[config.mk]
export PLATFORM = sky130hd
export DESIGN_NAME = vga_sync_generator
export DESIGN_NICKNAME = d
export VERILOG_FILES = /design/src/rtl/vga_sync_generator.sv
export SDC_FILE = /design/constraint.sdc
export NUM_CORES = 1
export LEC_CHECK = 0
export ABC_AREA = 0
export BUFFER_PORTS_ARGS = -buffer_cell sky130_fd_sc_hd__buf_2
export CAP_MARGIN = 20
export CORE_AREA = 5 5 68 70
export CTS_CLUSTER_SIZE = 30
export DETAILED_ROUTE_END_ITERATION = 10
export DIE_AREA = 0 0 73 75
export MAX_ROUTING_LAYER = met4
export PLACE_DENSITY = 0.67
export SLEW_MARGIN = 25
export SYNTH_ARGS = -nofsm -noshare
export SYNTH_HDL_FRONTEND = slang
export SYNTH_SLANG_ARGS = --single-unit
[constraint.sdc]
create_clock -name clk -period 5.7 [get_ports clk]
set_input_delay 0.57 -clock clk [delete_from_list [all_inputs] [get_ports clk]]
set_output_delay 0.57 -clock clk [all_outputs]
set_load 0.03 [all_outputs]
[src/rtl/vga_sync_generator.sv]
// VGA raster timing source for the TinyQV VGA peripheral.
// Produces x/y counters plus registered hsync, vsync, blank and a per-line
// retrace strobe, and owns the peripheral's sticky interrupt. Each output is
// registered from the next-state counter values, so it describes the same
// x/y that appears alongside it. The two mode inputs are latched only at the
// frame wrap, so a frame never changes geometry part-way through.
module vga_sync_generator #(
  parameter int H_TOTAL         = 1344,
  parameter int H_ACTIVE_WIDE   = 1024,
  parameter int H_ACTIVE_NARROW = 960,
  parameter int H_FRONT_WIDE    = 24,
  parameter int H_FRONT_NARROW  = 56,
  parameter int H_SYNC_WIDTH    = 136,
  parameter int V_VISIBLE       = 768,
  parameter int V_FRONT         = 3,
  parameter int V_SYNC_LINES    = 6,
  parameter int V_TOTAL_LONG    = 804,
  parameter int V_TOTAL_SHORT   = 798
) (
  input  logic        clk,
  input  logic        rst_n,
  input  logic        cli,
  input  logic        ei_hblank,
  input  logic        ei_vblank,
  input  logic        narrow_960,
  input  logic        clk_63_5mhz,
  output logic [10:0] x,
  output logic [9:0]  y,
  output logic        hsync,
  output logic        vsync,
  output logic        retrace,
  output logic        blank,
  output logic        interrupt
);

  localparam logic [10:0] X_LAST      = 11'(H_TOTAL - 1);
  localparam logic [10:0] ACT_WIDE    = 11'(H_ACTIVE_WIDE);
  localparam logic [10:0] ACT_NARROW  = 11'(H_ACTIVE_NARROW);
  localparam logic [10:0] HS_BEG_WIDE = 11'(H_ACTIVE_WIDE + H_FRONT_WIDE);
  localparam logic [10:0] HS_END_WIDE = 11'(H_ACTIVE_WIDE + H_FRONT_WIDE + H_SYNC_WIDTH);
  localparam logic [10:0] HS_BEG_NAR  = 11'(H_ACTIVE_NARROW + H_FRONT_NARROW);
  localparam logic [10:0] HS_END_NAR  = 11'(H_ACTIVE_NARROW + H_FRONT_NARROW + H_SYNC_WIDTH);
  localparam logic [9:0]  Y_VIS       = 10'(V_VISIBLE);
  localparam logic [9:0]  VS_BEG      = 10'(V_VISIBLE + V_FRONT);
  localparam logic [9:0]  VS_END      = 10'(V_VISIBLE + V_FRONT + V_SYNC_LINES);
  localparam logic [9:0]  Y_LAST_LONG = 10'(V_TOTAL_LONG - 1);
  localparam logic [9:0]  Y_LAST_SHORT = 10'(V_TOTAL_SHORT - 1);

  logic        narrow_q;
  logic        short_q;

  logic        x_wrap;
  logic        frame_wrap;
  logic [9:0]  y_last;
  logic [10:0] x_next;
  logic [9:0]  y_next;
  logic        narrow_next;
  logic        short_next;
  logic [10:0] act_next;
  logic [10:0] hs_beg_next;
  logic [10:0] hs_end_next;
  logic        hsync_next;
  logic        vsync_next;
  logic        blank_next;
  logic        retrace_next;
  logic        set_h;
  logic        set_v;
  logic        interrupt_next;

  // Next counter values, the mode for the upcoming cycle, and every output derived from them
  always_comb begin
    x_wrap         = (x == X_LAST);
    y_last         = short_q ? Y_LAST_SHORT : Y_LAST_LONG;
    frame_wrap     = x_wrap && (y == y_last);
    x_next         = x_wrap ? 11'd0 : x + 11'd1;
    y_next         = y;
    if (x_wrap) begin
      y_next = (y == y_last) ? 10'd0 : y + 10'd1;
    end
    narrow_next    = frame_wrap ? narrow_960 : narrow_q;
    short_next     = frame_wrap ? clk_63_5mhz : short_q;
    act_next       = narrow_next ? ACT_NARROW : ACT_WIDE;
    hs_beg_next    = narrow_next ? HS_BEG_NAR : HS_BEG_WIDE;
    hs_end_next    = narrow_next ? HS_END_NAR : HS_END_WIDE;
    hsync_next     = !((x_next >= hs_beg_next) && (x_next < hs_end_next));
    vsync_next     = !((y_next >= VS_BEG) && (y_next < VS_END));
    blank_next     = (x_next >= act_next) || (y_next >= Y_VIS);
    retrace_next   = (x_next == act_next) && (y_next < Y_VIS);
    set_h          = ei_hblank && retrace;
    set_v          = ei_vblank && (x == 11'd0) && (y == Y_VIS);
    interrupt_next = (interrupt && !cli) || set_h || set_v;
  end

  // Timing state register; reset parks the raster at the top-left of a wide, long frame
  always_ff @(posedge clk or negedge rst_n) begin
    if (!rst_n) begin
      x         <= 11'd0;
      y         <= 10'd0;
      narrow_q  <= 1'b0;
      short_q   <= 1'b0;
      hsync     <= 1'b1;
      vsync     <= 1'b1;
      blank     <= 1'b0;
      retrace   <= 1'b0;
      interrupt <= 1'b0;
    end else begin
      x         <= x_next;
      y         <= y_next;
      narrow_q  <= narrow_next;
      short_q   <= short_next;
      hsync     <= hsync_next;
      vsync     <= vsync_next;
      blank     <= blank_next;
      retrace   <= retrace_next;
      interrupt <= interrupt_next;
    end
  end

endmodule
Word level (Yosys, flattened, before mapping)
Cells that the tools add are included.
{ "word_totals": {"in_bits": 7, "ff_bits": 28} }
{ "classes": {"addsub": 2, "order_cmp": 7, "muxes": 8, "n_reduce_logical": 15, "n_eq_ne": 4} }
{ "ops": {"columns": ["cell", "n"], "rows": [
  ["11-bit 2-to-1 mux", 3],
  ["11-bit >= comparator", 2],
  ["10-bit >= comparator, second input constant", 2],
  ["10-bit < comparator, second input constant", 2],
  ["10-bit 2-to-1 mux", 2],
  ["6-bit 2-to-1 mux", 2],
  ["11-bit by 1-bit adder with 11-bit output, second input constant", 1],
  ["11-bit == test", 1],
  ["11-bit == test, second input constant", 1],
  ["11-bit logical NOT", 1],
  ["11-bit < comparator", 1],
  ["10-bit by 1-bit adder with 10-bit output, second input constant", 1],
  ["10-bit == test", 1],
  ["10-bit == test, second input constant", 1],
  ["1-bit logical AND", 8],
  ["1-bit logical NOT", 3],
  ["1-bit logical OR", 3],
  ["1-bit 2-to-1 mux", 1]
]} }

Logic depth before layout (Yosys ltp)
Gate-level depths: netlist of the first run.
{ "depth": {"ltp_word": 8, "depth_mapped": 14} }

Least setup slack after synthesis of the first run
OpenSTA, ideal clock, no wires.
{ "synth_path": {"kind": "flip-flop to flip-flop", "start": "register y[1]", "end": "register blank", "setup_slack_ps": 2719, "required_ps": 5561, "t_arrival_ps": 2842, "path_stages_with_launch": 12, "period_less_slack_ps": 2981, "cell_sequence": "dfrtp_1 > or4b_1 > o22ai_2 > nand2_2 > nor2_4 > mux2_1 > inv_1 > ha_1 > a21o_1 > a21o_1 > a21oi_1 > o2111ai_1"} }
{ "synth_between": {"elab_chain_cells": 6} }
{ "synth_rtl": {"columns": ["element", "line", "rtl"], "rows": [
  ["start: declaration", "28", "output logic [9:0] y,"],
  ["start signal: assignment", "108", "y <= y_next;"],
  ["10-bit == test", "74", "frame_wrap = x_wrap && (y == y_last);"],
  ["1-bit logical AND", "74", null],
  ["1-bit 2-to-1 mux", "80", "narrow_next = frame_wrap ? narrow_960 : narrow_q;"],
  ["net narrow_next", "57", "logic narrow_next;"],
  ["11-bit 2-to-1 mux", "82", "act_next = narrow_next ? ACT_NARROW : ACT_WIDE;"],
  ["11-bit >= comparator", "87", "blank_next = (x_next >= act_next) || (y_next >= Y_VIS);"],
  ["1-bit logical OR", "87", null],
  ["net blank_next", "64", "logic blank_next;"],
  ["end signal: assignment", "113", "blank <= blank_next;"],
  ["end: declaration", "32", "output logic blank,"]
]} }
The timed path passes the listed nets, and every way through them passes these cells.
A chain may end at the register's enable or synchronous reset.

Worst setup path after layout of the first run
{ "layout_path": {"start": "register y[2]", "end": "register blank"} }
The elaborated chain is that of the path after synthesis.

==> results.yml, run 1 <==
outcome:
  outcome: "finished clean"
routing:
  avgRoutedWirePerCell_um: 16.3
  drt_pass1_iterations: 4
  wl_um: 4510
  ant_nets: 0
  route.detailed.drc: 0
  vias: 1611
  viasPerCell: 5.82
  drt_iter0_drc: 107
synth:
  synth_edf_count: 0
  netlist_instances: 199
  synth.area.top_cells: "dfrtp_1, ha_1, nand3_1"
  ys_types: 55
  synthesis.area_um2: 1890
  ys_ff_latch: 28
  synth_flop_cell: "dfrtp_1"
  synth_most_common_cell: "dfrtp_1"
  ys_top_cells_by_count: "dfrtp_1, nand2_1, nand3_1, ha_1, inv_1"
  synth-seq-area-share_pct: 37.3
  yosys_warnings: 0
  async_flop_share_pct: 100
  synth_area_per_cell_um2: 9.48
  synth_largest_area_cell: "dfrtp_1"
  syn_nets: 219
  synth_top_area_share_pct: 34.5
sta:
  setup-tns-final_ns: 0
  fmax_ghz: 0.318
  tightestPinTransition_ns: 0.911
  layout_setup_ws_ns: 2.55
  slew_headroom_pct: 38.8
  rsz0062_at_grt: "no"
  setup_violations: 0
  final_hold_viol_count: 0
  skew_ns: 0.00246
  min_period_over_period_pct: 55.2
  finalMaxSlewViolations: 0
  min_period_ns: 3.15
layout:
  area_delta_synth_final_pct: 12.5
  drive_above_1_share_pct: 23.3
  nets: 248
  diodes: 0
pwr:
  p_leak_nw: 0.955
  clkPwrFrac_pct: 37.7
  p_seq_share_pct: 60.5
  peakVddDrop_uv: 74.8
  p_int_uw: 262
  combPwrFrac_pct: 1.8
  swShare_pct: 20.2
  p_switching_uw: 66.1
  powerDensity_nw_per_um2: 155
die:
  die_h_um: 75
  die_w_um: 73
  coreArea_um2: 3910
  row_count: 23
  initial_utilization_pct: 48.2
  pin_count: 33
  design.die.area_um2: 5480
clocking:
  numCtsBuffers: 3
  cts.clk_slew.worst_paths_ns: 0.10
  clock-root-buffer: "clkbuf_8"
  hold_buffers: 0
  cts_resized: 0
  cts_max_level: 1
  numClockSinks: 28
  clock_path_buffers: 2
  clk_latency_ns: 0.27
  post-cts-setup-buffers: 0
  cts_tree: "yes"
setup_path:
  cp-start-kind: "register"
  worstSetupPathType: "reg -> reg"
  cp-end-kind: "register"
  crit_arrival_ns: 3.29
  critPathRequiredTime_ns: 5.85
  crit_fanout: 12
global_routing:
  grt_use_total_pct: 18.7
  overflow: 0
  grt_pass1_wl_um: 7820
  antenna_found_initial: 0
  grt_pass1_vias: 1598
  grt_start_max_net_pins: 29
place:
  hpwl_um: 3460
  gp_congestion: 0.883
  pre_cts_ws_ns: 2.55
  io_buffers: 32
run:
  maxCapViolCount: 0
hold_path:
  hp-class: "in -> async"
-- per-stage QoR --
stage               cells  area (um^2)  hold WS, ns  utilization (%)  total power [mW]
global route          277         2120        0.350             54.2             0.345
floorplan             199         1890        0.274                -             0.203
CTS                   277         2120        0.325             54.2             0.336
detailed placement    273         2070        0.507             52.8             0.209
finish                277         2120        0.300             54.2             0.328
global placement      273         2070        0.479             52.8             0.209
-- sequential cells by signal (all words and copies together), names as in the netlist --
signal / flops
narrow_q: 1
y: 10
short_q: 1
interrupt: 1
blank: 1
hsync: 1
retrace: 1
vsync: 1
x: 11
-- power groups by stage --
| stage | Sequential, mW | Clock (mW) | Combinational [mW] |
|---|---|---|---|
| 2_1_floorplan | 0.202 | 0 | 0.000140 |
| 3_3_place_gp | 0.202 | 0 | 0.00635 |
| 3_5_place_dp | 0.202 | 0 | 0.00646 |
| 4_1_cts | 0.199 | 0.131 | 0.00644 |
| 5_1_grt | 0.199 | 0.139 | 0.00716 |
| 6_report | 0.199 | 0.123 | 0.00590 |
-- cell families after synthesis --
| family | count (synthesis) | synth area share (%) |
|---|---|---|
| AOI/OAI and AO/OA | 41 | 15.7 |
| xor gates and xnor gates | 13 | 6.03 |
| adders and majority gates | 13 | 8.62 |
| buffers and inverters | 21 | 4.84 |
| DFF | 28 | 37.3 |
| muxes | 3 | 1.72 |
| and+or+nand+nor | 80 | 25.9 |
-- layer usage --
metal	track usage [%]	share of wire, %
met1	23.3	43
met3	2.27	3.9
met2	31.4	51
met4	6.15	2.3
met5	-	0
-- layout by cell type (no fill, tap or decap), types with 3 or more instances in the layout --
cell type / count
nor3_1: 7
ha_1: 13
and3_1: 3
nand2b_1: 3
dfrtp_1: 26
a21boi_0: 3
nor2_1: 9
and4_1: 3
and2_1: 3
nand4_1: 6
a21oi_1: 6
nand3_1: 14
a31oi_1: 3
o21ai_0: 8
xor2_1: 7
inv_1: 13
nand2_1: 14
clkbuf_8: 4
xnor2_1: 6
o31ai_1: 3
buf_2: 32
-- cell type report --
class	instances	area, um^2
inverters	13	48.8
flip-flops and latches	28	703
multi-input cells	150	1090
fillers	388	1790
clock buffers	4	55.1
well taps	50	62.6
repair buffers	32	160
-- critical path: stages, from the launching register on --
cell       delay [ns]
dfrtp_1          0.50
or4b_1           0.55
o22ai_2          0.18
nand2_2          0.14
nor2_4           0.17
mux2_1           0.41
inv_1            0.19
ha_1             0.28
a21o_1           0.16
a21o_1           0.17
a21oi_1          0.16
o2111ai_1        0.11
-- path summary, 6_finish.rpt --
kind,slack [ns],from,to,cells after the start
max in group asynchronous,5.00,rst_n,x[8]$_DFF_PN0_,1
worst max register to register,2.55,y[2]$_DFF_PN0_,blank$_DFF_PN0_,11
worst min-delay path,0.30,rst_n,y[4]$_DFF_PN0_,1
worst max-delay path,2.55,y[2]$_DFF_PN0_,blank$_DFF_PN0_,11
min in group clk,0.53,retrace$_DFF_PN0_,interrupt$_DFF_PN0_,1
worst min register to register,0.53,retrace$_DFF_PN0_,interrupt$_DFF_PN0_,1
Note: power is estimated with default switching activity, not from simulation.
==> run 2, diff against run 1 <==
==> constraint.sdc (replaced) <==
create_clock -name clk -period 3 [get_ports clk]
set_input_delay 0.3 -clock clk [delete_from_list [all_inputs] [get_ports clk]]
set_output_delay 0.3 -clock clk [all_outputs]
set_load 0.03 [all_outputs]
==> results.yml, run 2 (same netlist as run 1, synthesis figures left out) <==
outcome:
  outcome: "finished clean"
run:
  maxCapViolCount: 0
global_routing:
  grt_pass1_vias: 1636
  grt_pass1_wl_um: 7740
  grt_start_max_net_pins: 29
  antenna_found_initial: 0
  grt_use_total_pct: 18.5
  overflow: 0
pwr:
  peakVddDrop_uv: 171
  powerDensity_nw_per_um2: 303
  p_leak_nw: 1.06
  power_uw: 693
clocking:
  clock_path_buffers: 2
  numClockSinks: 28
  hold_buffers: 0
  numCtsBuffers: 3
  clk_latency_ns: 0.28
  clock-root-buffer: "clkbuf_8"
  cts_max_level: 1
  cts_tree: "yes"
  cts.clk_slew.worst_paths_ns: 0.11
layout:
  diodes: 0
  max_flop_register: "x"
  final_common_cell: "buf_2"
  largest_reg_flops: 11
  nets: 267
  drive_above_1_share_pct: 30.1
  reg_top3: "x x11, y x10"
  mostFrequentLayoutCells: "buf_2, dfrtp_1, buf_4, nand2_1, nand3_1"
  fillers: 370
  area_delta_synth_final_pct: 21.2
routing:
  drt_pass1_iterations: 4
  vias: 1688
  avgRoutedWirePerCell_um: 15.6
  ant_nets: 0
  drt_iter0_drc: 87
  route.detailed.drc: 0
  wl_um: 4610
  viasPerCell: 5.70
setup_path:
  critPathRequiredTime_ns: 3.20
  worstSetupPathType: "reg -> reg"
  cp-start-kind: "register"
  crit_fanout: 4
  crit_arrival_ns: 3.02
  cp-end-kind: "register"
die:
  die_w_um: 73
  pin_count: 33
  die_h_um: 75
  design.die.area_um2: 5480
  initial_utilization_pct: 48.2
  row_count: 23
  coreArea_um2: 3910
sta:
  tightestPinTransition_ns: 0.625
  skew_ns: 0.00919
  finalMaxSlewViolations: 0
  min_period_ns: 2.81
  slew_headroom_pct: 58.4
  setup_violations: 0
  fmax_ghz: 0.356
  final_hold_viol_count: 0
  setup-tns-final_ns: 0
  min_period_over_period_pct: 93.7
  rsz0062_at_grt: "no"
place:
  gp_congestion: 0.907
  hpwl_um: 3570
  io_buffers: 32
hold_path:
  hp-class: "in -> async"
run 2: cell types whose count changed in the layout (fill, tap and decap cells not counted), sizes merged:
cell    delta
buf       +19
bufinv     +1
clkbuf     -1
run 2: final cells by class:
class / count / area [um^2] / share of cell area, %
Sequential cell: 28 / 703 / 30.7
Timing Repair Buffer: 51 / 303 / 13.2
Tap cell: 50 / 62.6 / 2.74
Inverter: 13 / 48.8 / 2.13
Multi-Input combinational cell: 150 / 1100 / 48.0
Clock inverter: 1 / 30.0 / 1.31
Clock buffer: 3 / 41.3 / 1.81
run 2: what timing repair did:
action | in CTS | in global routing
setup buffers | 0 | 0
resized for setup | 0 | 2
hold endpoints to repair | 0 | 0
setup endpoints to repair | 0 | 3
run 2: through the flow:
stage	hold WS [ns]	util, %	setup WS, ns	instance area, um^2	instances
3_3_place_gp	0.349	56.5	0.165	2210	292
4_1_cts	0.0504	58.3	0.0993	2280	296
3_5_place_dp	0.367	56.5	0.104	2210	292
6_report	0.0245	58.4	0.188	2290	296
2_1_floorplan	0.00441	-	0.0187	1890	199
5_1_grt	0.0843	58.4	0.00645	2290	296
run 2: final timing paths:
check	startpoint	to	cells past startpoint	slack, ns
worst max-delay path	y[3]$_DFF_PN0_	blank$_DFF_PN0_	12	0.19
max in group asynchronous	rst_n	x[0]$_DFF_PN0_	1	2.56
worst max register to register	y[3]$_DFF_PN0_	blank$_DFF_PN0_	12	0.19
worst min register to register	retrace$_DFF_PN0_	interrupt$_DFF_PN0_	1	0.52
worst min-delay path	rst_n	y[9]$_DFF_PN0_	1	0.02
min in group clk	ei_hblank	interrupt$_DFF_PN0_	2	0.25
run 2: critical path, cell delays in order (launching register included):
cell,delay (ns)
dfrtp_1,0.38
or4b_1,0.53
o22ai_2,0.20
nand2_2,0.10
nor2_4,0.10
mux2_1,0.39
ha_1,0.33
nand4_1,0.16
nor2_1,0.13
nand3_1,0.09
nor3_1,0.13
nand2_1,0.11
o2111ai_1,0.10
run 2: layer usage:
| layer | part of all wire, % | track usage, % | vias to the layer above |
|---|---|---|---|
| li1 | - | - | 827 |
| met1 | 42 | 22.2 | 799 |
| met2 | 52 | 32.8 | 53 |
| met3 | 4.7 | 2.40 | 9 |
| met4 | 1.6 | 4.92 | 0 |
| met5 | 0 | - | - |
run 2: power breakdown:
group          switching (mW)  internal, mW  total (mW)
Sequential                  0         0.377       0.377
Clock                   0.126         0.179       0.305
Combinational         0.00815       0.00282      0.0110
Total                   0.134         0.559       0.693
==> run 3, diff against run 2 <==
--- a/config.mk
+++ b/config.mk
@@ -12,6 +12,7 @@
 export CTS_CLUSTER_SIZE = 30
 export DETAILED_ROUTE_END_ITERATION = 10
 export DIE_AREA = 0 0 73 75
+export GPL_TIMING_DRIVEN = 0
 export MAX_ROUTING_LAYER = met4
 export PLACE_DENSITY = 0.67
 export SLEW_MARGIN = 25
==> results.yml, run 3 (same netlist as run 1, synthesis figures left out) <==
outcome:
  outcome: "finished clean"
layout:
  drive_above_1_share_pct: 29.5
  area_delta_synth_final_pct: 18.4
  reg_top3: "x x11, y x10"
  max_flop_register: "x"
  mostFrequentLayoutCells: "buf_2, dfrtp_1, nand2_1, nand3_1"
  final_common_cell: "buf_2"
  final_core_util_pct: 57.1
  diodes: 0
  largest_reg_flops: 11
  nets: 262
place:
  gp_congestion: 0.840
  io_buffers: 32
  hpwl_um: 3260
routing:
  wl_um: 4350
  viasPerCell: 5.62
  ant_nets: 0
  vias: 1635
  avgRoutedWirePerCell_um: 15.0
  drt_iter0_drc: 129
  drt_pass1_iterations: 4
  route.detailed.drc: 0
clocking:
  cts_tree: "yes"
  cts.clk_slew.worst_paths_ns: 0.10
  clk_latency_ns: 0.27
  numClockSinks: 28
  clock_path_buffers: 2
  clock-root-buffer: "clkbuf_8"
  cts_max_level: 1
  numCtsBuffers: 3
  hold_buffers: 0
sta:
  fmax_ghz: 0.354
  skew_ns: 0.00616
  min_period_ns: 2.83
  slew_headroom_pct: 58.4
  setup_violations: 0
  rsz0062_at_grt: "no"
  finalMaxSlewViolations: 0
  setup-tns-final_ns: 0
  tightestPinTransition_ns: 0.625
  min_period_over_period_pct: 94.3
  final_hold_viol_count: 0
pwr:
  p_seq_share_pct: 60.3
  combPwrFrac_pct: 1.8
  p_int_uw: 498
  peakVddDrop_uv: 152
  swShare_pct: 20.5
  powerDensity_nw_per_um2: 280
  p_switching_uw: 128
  clkPwrFrac_pct: 38.0
  p_leak_nw: 1.01
global_routing:
  overflow: 0
  grt_pass1_wl_um: 7400
  grt_start_max_net_pins: 29
  antenna_found_initial: 0
  grt_pass1_vias: 1639
  grt_use_total_pct: 17.5
setup_path:
  timing.rr.start: "x[0]$_DFF_PN0_"
  crit_fanout: 10
  cp-end-kind: "register"
  crit_arrival_ns: 2.97
  r2r_end: "blank$_DFF_PN0_"
  r2r_slack_ns: 0.17
  critPathRequiredTime_ns: 3.14
  worstSetupPathType: "reg -> reg"
  cp-start-kind: "register"
  rr_worst_depth: 11
die:
  initial_utilization_pct: 48.2
  row_count: 23
  die_w_um: 73
  pin_count: 33
  coreArea_um2: 3910
  die_h_um: 75
  design.die.area_um2: 5480
hold_path:
  hp-class: "in -> async"
run:
  maxCapViolCount: 0
==> run 3: changes by cell type in the layout (fill, tap and decap cells not counted), sizes merged <==
cell	change
clkbuf	+4
bufinv	-1
buf	-8
==> run 3: routing by layer <==
layer  vias up  wire, um  global-route usage (%)
met5         -         0                       -
met3         4       166                    2.00
met4         0        40                    4.71
met2        31      2170                    30.4
li1        812         -                       -
met1       788      1980                    21.6
==> run 3: final cells by class <==
cell class                 instances  area (um^2)
multi-input combinational        150         1110
inverter                          13         48.8
timing repair buffer              38          205
fill                             381         1680
sequential                        28          706
clock buffer                       4         55.1
buffer                             8         42.5
tap                               50         62.6
==> run 3: through the flow <==
step	instance area [um^2]	instances	power (mW)	hold slack, ns	worst slack (ns)
6_report	2230	291	0.626	0.0276	0.171
4_1_cts	2190	287	0.634	0.0528	0.0255
3_5_place_dp	2110	281	0.396	0.362	-0.171
2_1_floorplan	1890	199	0.385	0.00441	0.0187
3_3_place_gp	2110	281	0.396	0.355	-0.169
5_1_grt	2230	291	0.649	0.0816	0.00636
==> run 3: worst max path at each step <==
stage	start	to	slack, ns	cells after the start
after global placement	x[0]$_DFF_PN0_	blank$_DFF_PN0_	-0.17	11
after CTS	y[3]$_DFF_PN0_	retrace$_DFF_PN0_	0.03	12
after detailed placement	x[0]$_DFF_PN0_	blank$_DFF_PN0_	-0.17	11
after global routing	x[0]$_DFF_PN0_	blank$_DFF_PN0_	0.006	11
final	x[0]$_DFF_PN0_	blank$_DFF_PN0_	0.17	11
after floorplan	y[1]$_DFF_PN0_	blank$_DFF_PN0_	0.02	11
==> run 3: power by group through the flow <==
stage                     sequential [mW]  clock [mW]  combinational, mW
after floorplan                     0.385           0           0.000266
after global placement              0.385           0             0.0116
after detailed placement            0.385           0             0.0118
after CTS                           0.377       0.244             0.0118
after global routing                0.377       0.259             0.0133
final                               0.377       0.238             0.0110
==> run 3: timing repair <==
action,CTS,global route
gates resized for setup,6,3
pin swaps,1,3
buffers inserted,2,4
endpoints found under the setup margin,3,3
endpoints found under the hold margin,0,0
==> run 3: critical path, stage by stage (launching register included) <==
cell	delay, ns
dfrtp_2	0.42
ha_2	0.23
and4_2	0.29
nand4_4	0.21
nor2_4	0.20
mux2_4	0.35
inv_2	0.11
ha_1	0.25
a21o_1	0.16
a21o_1	0.17
a21oi_1	0.18
o2111ai_1	0.13
